--- config.mk ---
export PLATFORM = sky130hd
export DESIGN_NAME = tx_framing_ctrl
export DESIGN_NICKNAME = d
export VERILOG_FILES = /design/src/rtl/tx_framing_ctrl.sv
export SDC_FILE = /design/constraint.sdc
export NUM_CORES = 1
export LEC_CHECK = 0
export BUFFER_PORTS_ARGS = -buffer_cell sky130_fd_sc_hd__buf_4
export CELL_PAD_IN_SITES_DETAIL_PLACEMENT = 0
export CELL_PAD_IN_SITES_GLOBAL_PLACEMENT = 1
export CORE_AREA = 5 5 77 79
export CTS_BUF_LIST = sky130_fd_sc_hd__clkbuf_8
export CTS_CLUSTER_DIAMETER = 60
export DETAILED_ROUTE_END_ITERATION = 16
export DIE_AREA = 0 0 82 84
export HOLD_SLACK_MARGIN = 0.15
export PLACE_DENSITY = 0.9
export SYNTH_ARGS = -nofsm -noshare
export SYNTH_HDL_FRONTEND = slang
export SYNTH_SLANG_ARGS = --single-unit
--- constraint.sdc ---
create_clock -name i_clk -period 2.2 [get_ports i_clk]
set_input_delay 0.66 -clock i_clk [delete_from_list [all_inputs] [get_ports i_clk]]
set_output_delay 0.66 -clock i_clk [all_outputs]
set_load 0.05 [all_outputs]
--- src/rtl/tx_framing_ctrl.sv ---
// TX framing sequencer: arbitrates TLP/DLLP/EDS requests and emits one slot code per cycle,
// latching the length and sequence number used to build the STP token.
module tx_framing_ctrl #(
  parameter int SEQ_NUM_WIDTH  = 12,
  parameter int PACKET_LENGTH  = 11,
  parameter int DLLP_BURST_MAX = 2
) (
  input  logic                     i_clk,
  input  logic                     i_rst_n,
  input  logic                     i_Tlp_Req,
  input  logic [PACKET_LENGTH-1:0] i_Tlp_Length,
  input  logic [SEQ_NUM_WIDTH-1:0] i_Tlp_Seq,
  input  logic                     i_Dllp_Req,
  input  logic                     i_Eds_Req,
  input  logic                     i_Resume,
  input  logic                     i_Slot_Ready,
  output logic                     o_Slot_Valid,
  output logic [2:0]               o_Slot_Sel,
  output logic                     o_Tlp_Ack,
  output logic                     o_Tlp_Rd,
  output logic                     o_Dllp_Ack,
  output logic                     o_Eds_Done,
  output logic [PACKET_LENGTH-1:0] o_Length,
  output logic [SEQ_NUM_WIDTH-1:0] o_Sequence_number
);

  localparam int BW = (DLLP_BURST_MAX < 1) ? 1 : $clog2(DLLP_BURST_MAX + 1);

  typedef enum logic [2:0] {
    IDLE  = 3'd0,
    STP   = 3'd1,
    BODY  = 3'd2,
    LCRC  = 3'd3,
    DLLP0 = 3'd4,
    DLLP1 = 3'd5,
    EDS   = 3'd6,
    HALT  = 3'd7
  } state_e;

  state_e                   state_q, state_d;
  logic [PACKET_LENGTH-1:0] body_cnt_q, body_cnt_d;
  logic [PACKET_LENGTH-1:0] length_q, length_d;
  logic [SEQ_NUM_WIDTH-1:0] seq_q, seq_d;
  logic [BW-1:0]            burst_q, burst_d;

  logic slot_valid;
  logic advance;
  logic arb_en;
  logic burst_full;
  logic grant_eds;
  logic grant_dllp;
  logic grant_tlp;

  // Arbitration only happens where a new packet may start: IDLE and the last slot of a packet.
  always_comb begin
    slot_valid = (state_q != HALT);
    advance    = slot_valid & i_Slot_Ready;
    arb_en     = advance & ((state_q == IDLE) | (state_q == LCRC) | (state_q == DLLP1));
    burst_full = (burst_q == BW'(DLLP_BURST_MAX));
    grant_eds  = arb_en & i_Eds_Req;
    grant_dllp = arb_en & ~i_Eds_Req & i_Dllp_Req & ~(i_Tlp_Req & burst_full);
    grant_tlp  = arb_en & ~i_Eds_Req & ~grant_dllp & i_Tlp_Req;
  end

  always_comb begin
    state_d    = state_q;
    body_cnt_d = body_cnt_q;
    length_d   = length_q;
    seq_d      = seq_q;
    burst_d    = burst_q;

    case (state_q)
      IDLE, LCRC, DLLP1: begin
        if (advance) begin
          if (grant_eds)       state_d = EDS;
          else if (grant_dllp) state_d = DLLP0;
          else if (grant_tlp)  state_d = STP;
          else                 state_d = IDLE;
        end
      end
      STP: begin
        if (advance) state_d = (body_cnt_q != '0) ? BODY : LCRC;
      end
      BODY: begin
        if (advance) begin
          body_cnt_d = body_cnt_q - PACKET_LENGTH'(1);
          if (body_cnt_q == PACKET_LENGTH'(1)) state_d = LCRC;
        end
      end
      DLLP0: begin
        if (advance) state_d = DLLP1;
      end
      EDS: begin
        if (advance) state_d = HALT;
      end
      HALT: begin
        if (i_Resume) state_d = IDLE;
      end
      default: state_d = IDLE;
    endcase

    if (grant_tlp) begin
      length_d   = i_Tlp_Length;
      seq_d      = i_Tlp_Seq;
      body_cnt_d = i_Tlp_Length;
      burst_d    = '0;
    end else if (grant_dllp && i_Tlp_Req && !burst_full) begin
      burst_d = burst_q + BW'(1);
    end
  end

  always_ff @(posedge i_clk) begin
    if (!i_rst_n) begin
      state_q    <= IDLE;
      body_cnt_q <= '0;
      length_q   <= '0;
      seq_q      <= '0;
      burst_q    <= '0;
    end else begin
      state_q    <= state_d;
      body_cnt_q <= body_cnt_d;
      length_q   <= length_d;
      seq_q      <= seq_d;
      burst_q    <= burst_d;
    end
  end

  always_comb begin
    o_Slot_Valid = slot_valid;
    case (state_q)
      STP:     o_Slot_Sel = 3'd1;
      BODY:    o_Slot_Sel = 3'd2;
      LCRC:    o_Slot_Sel = 3'd3;
      DLLP0:   o_Slot_Sel = 3'd4;
      DLLP1:   o_Slot_Sel = 3'd5;
      EDS:     o_Slot_Sel = 3'd6;
      default: o_Slot_Sel = 3'd0;
    endcase
    o_Tlp_Ack         = (state_q == STP)   & i_Slot_Ready;
    o_Tlp_Rd          = (state_q == BODY)  & i_Slot_Ready;
    o_Dllp_Ack        = (state_q == DLLP0) & i_Slot_Ready;
    o_Eds_Done        = (state_q == EDS)   & i_Slot_Ready;
    o_Length          = length_q;
    o_Sequence_number = seq_q;
  end

endmodule

After elaboration in Yosys (flattened, before gate mapping)
Cells that the tools add are included.
{"block": "totals", "reg_bits": 39, "inputBits": 30, "out_inout_bits": 31, "word_cells": 70}
{"block": "classes", "add_sub_neg": 2, "eq_ne": 17, "muxes": 16, "n_bitwise": 19, "reduce_logical": 11}
{"op": "one-hot mux 3 bit (6 select lines)", "n": 2}
{"op": "2-to-1 mux 11 bit", "n": 3}
{"op": "2-to-1 mux 3 bit", "n": 9}
{"op": "inequality test 2 bit, second input constant", "n": 7}
{"op": "AND 1 bit", "n": 13}
{"op": "equality test 3 bit, second input constant", "n": 4}
{"op": "equality test 11 x 1 -> 1 bit, second input constant", "n": 1}
{"op": "nonzero test 11 bit", "n": 1}
{"op": "subtractor 11 x 1 -> 11 bit, second input constant", "n": 1}
{"op": "AND reduction 7 bit", "n": 1}
{"op": "equality test 3 x 2 -> 1 bit, second input constant", "n": 2}
{"op": "NOT 1 bit", "n": 4}
{"op": "nonzero test 2 bit", "n": 2}
{"op": "equality test 3 x 1 -> 1 bit, second input constant", "n": 1}
{"op": "zero test 3 bit", "n": 1}
{"op": "inequality test 3 bit, second input constant", "n": 1}
{"op": "OR reduction 3 bit", "n": 1}
{"op": "adder 2 x 1 -> 2 bit, second input constant", "n": 1}
{"op": "equality test 2 bit, second input constant", "n": 1}
{"op": "logical AND 1 bit", "n": 2}
{"op": "2-to-1 mux 1 bit", "n": 2}
{"op": "bitwise OR 1 bit", "n": 2}
{"op": "AND reduction 2 bit", "n": 1}
{"op": "OR reduction 2 bit", "n": 1}
{"op": "zero test 1 bit", "n": 1}

Longest topological paths before layout
{"block": "logic_depth", "ltp_word": 15, "mapped_depth": 8, "ltp_nobuf": 6}

Worst setup path after synthesis
OpenSTA, ideal clock, no wires.
{"block": "synth_path", "path_kind": "in2out", "start": "input port i_Slot_Ready", "end": "output port o_Dllp_Ack", "t_arrival_ns": 2.179, "required_ns": 1.540, "slack_ns": -0.639, "path_stages": 2, "n_path_buf": 0, "path_cell_list": "inv_1 -> nor4_1"}
{"block": "synth_between", "elab_chain_cells": 1}
{"item": "start: declaration", "line_no": "16", "source": "input logic i_Slot_Ready,"}
{"item": "AND 1 bit", "line_no": "141", "source": "o_Dllp_Ack = (state_q == DLLP0) & i_Slot_Ready;"}
{"item": "end: declaration", "line_no": "21", "source": "output logic o_Dllp_Ack,"}
Every way passes these cells.

Worst setup path after layout
{"block": "layout_path", "start": "register state_q[1]", "end": "output port o_Tlp_Ack"}
{"block": "layout_between", "elab_chain_cells": 2}
{"item": "start: declaration", "line_no": "40", "source": "state_e state_q, state_d;"}
{"item": "start signal: assignment", "line_no": "120", "source": "state_q <= state_d;"}
{"item": "equality test 3 x 1 -> 1 bit", "line_no": "139", "source": "o_Tlp_Ack = (state_q == STP) & i_Slot_Ready;"}
{"item": "AND 1 bit", "line_no": "139"}
{"item": "end: declaration", "line_no": "19", "source": "output logic o_Tlp_Ack,"}
Every way passes these cells.

==> impl_metrics.toml <==
[run_status]
status = "finished clean"

[flow_run]
drv_cap = 0

[setup_path]
slowest_delay_ns = 0.64
critPathBufInv = 1
r2r-start = "state_q[1]"
critPathSlowestCell = "dfxtp_1"
cp_top_family = "flip-flops"
cp_cell_sequence = "nand2b_4 -> nor3_1 -> buf_4"
start_kind = "register"
worstRegToRegCells = 4
endpoint_kind = "primary output"
worst_ep_required_time_ns = 1.54
arrival_ns = 1.43
worst-setup-path-type = "reg2out"
crit_start = "state_q[1]"
path_depth = 3
crit_path_max_fanout = 14

[synthesis]
syn_nets = 267
synth_top_flop_cell = "dfxtp_1"
synthCells = 234
netlist_area_sq_um = 1910
ys_types = 37
ys_ff_latch = 39
yosys_warnings = 0
syn_avg_cell_area_sq_um = 8.15
async_reset_ff_frac = 0
seq_area_frac_synth = 0.409
synth_edf_count = 0

[timing]
hold-worst-slack_ns = 0.478
finalSetupViolCount = 0
max_freq_mhz = 479
fin_crit_ns = 2.09
relSlewSlack = 0.648
finalHoldViolations = 0
drv_slew = 0
finalCritPeriodShare = 0.950
layout_setup_ws_ns = 0.111
max_slew.worst_pin.slew_ns = 0.527
rsz0062_at_grt = "no"
fin_worst_skew_ns = 0.00579

[layout]
antenna_cells = 0
drive_gt1_frac = 0.294
nets = 325
area_delta_synth_final_pct = 34.3
fin_area_sq_um = 2560
fin_util = 0.486

[drt]
wirelength_um = 4950
final_antenna_net_count = 0
vias_per_cell = 5.20
dr.first_iter.drc_count = 103
drc = 0
num_vias = 1899
drtPass1Iterations = 4
avgRoutedWirePerCell_um = 13.6

[place]
place_area_sq_um = 2460
dpl_worst_slack_ns = 0.255
gp_congestion = 0.794
post-dp-hpwl_um = 3590
io_buffers = 60

[clock_network]
htree_levels = 2
cts-buffers-inserted = 5
post_cts_buffers = 0
clk_pin_slew_ns = 0.08
cts_hold_buffers = 0
cts_tree = "done"
clockBufferDepth = 2
clock-sinks = 39
clock-root-buffer = "clkbuf_8"
clkLatencyLatePin_ns = 0.28

[global_route]
grt_max_degree = 35
grt_pass1_vias = 1804
grt_overflow = 0
grt_pass1_wl_um = 8340
track_usage = 0.148
antenna_found_initial = 0

[floorplan]
num_rows = 27
initial_core_util = 0.362
die_area_sq_um = 6890
pin_count = 61
fp.dieW_um = 82
die_y_um = 84
core_area_sq_um = 5270

[power_and_ir_drop]
cellPowerDensity_nw_per_um2 = 696
power_mw = 1.78
ir_drop_uv = 443
p_leak_nw = 1.00

[min_path]
min_path_type = "reg2reg"
whs_path_depth = 2
min_from = "o_Sequence_number[6]"
[state kept, by name, indices dropped and copies added (netlist names)]
name / count
body_cnt_q: 11
burst_q: 2
o_Length: 11
o_Sequence_number: 12
state_q: 3
[power breakdown]
part           internal [mW]  switching [mW]
clock                  0.281           0.236
sequential             0.741          0.0414
combinational          0.182           0.300
[what timing repair did]
item,in CTS,in global routing
endpoints found under the hold margin,0,0
resized for setup,0,1
endpoints found under the setup margin,0,1
[routing by layer]
layer  track usage  up-vias  share of wire
li1              -      964              -
met3        0.0464        4          0.062
met5             0        -              0
met4        0.0272        0         0.0065
met1         0.196      885           0.44
met2         0.236       46           0.49
[synth_stat cells, types with 2 or more instances]
master    number  area [sq um]
xor2_1         5          43.8
nand2_1        4          15.0
o22ai_1        3          18.8
or4_1          4          30.0
nand3_1       28           140
o21ai_0       31           155
maj3_1         2          20.0
nand4_1        2          12.5
clkbuf_1      18          67.6
nand2b_1       2          12.5
o31ai_1        6          45.0
xnor2_1        5          43.8
a21boi_0       3          22.5
dfxtp_1       39           781
nor3_1         8          40.0
nor2b_1        2          12.5
ha_1           3          37.5
nor4_1         2          12.5
a211oi_1       2          15.0
mux2i_1        3          30.0
nor2_1         3          11.3
a21oi_1       37           185
inv_1          8          30.0
[final timing paths]
kind,end,slack (ns)
setup / recovery,o_Tlp_Ack,0.11
hold / removal,o_Sequence_number[6],0.48
setup reg to reg,burst_q[1],0.25
hold reg to reg,o_Sequence_number[6],0.48
[cell usage in the layout, fill, tap and decap left out, types with 6 or more instances in the layout]
cell      instances
a21oi_1          36
dfxtp_1          38
o31ai_1           6
o21ai_0          31
nor3_1            8
nand3_1          28
clkbuf_8          7
inv_1             9
buf_4            70
[final cells by class]
type	count	area, sq um
sequential	39	782
timing repair buffer	70	526
tap	72	90.1
fill	561	2710
multi-input combinational	166	1030
clock buffer	7	96.3
inverter	10	37.5
clock inverter	1	3.75
[kinds of logic after synthesis]
logic type	synth area share
AOI/OAI and AO/OA	0.245
xor gates and xnor gates	0.0459
adders and majority gates	0.0302
buffers and inverters	0.0610
DFF	0.409
muxes	0.0236
and+or+nand+nor	0.186
[worst reg2reg max path, delay by kind of cell, from the launching register on]
family / cells / cell delay [ns]
mux: 1 / 0.40
xor+xnor: 1 / 0.18
compound gates: 1 / 0.14
flops: 1 / 0.64
simple gates: 1 / 0.52
[metrics by stage]
stage | setup TNS (ns) | instances
floorplan | -0.615 | 234
global placement | 0 | 357
detailed placement | 0 | 357
CTS | 0 | 365
global route | 0 | 365
finish | 0 | 365
(Power assumes the default switching activity.)
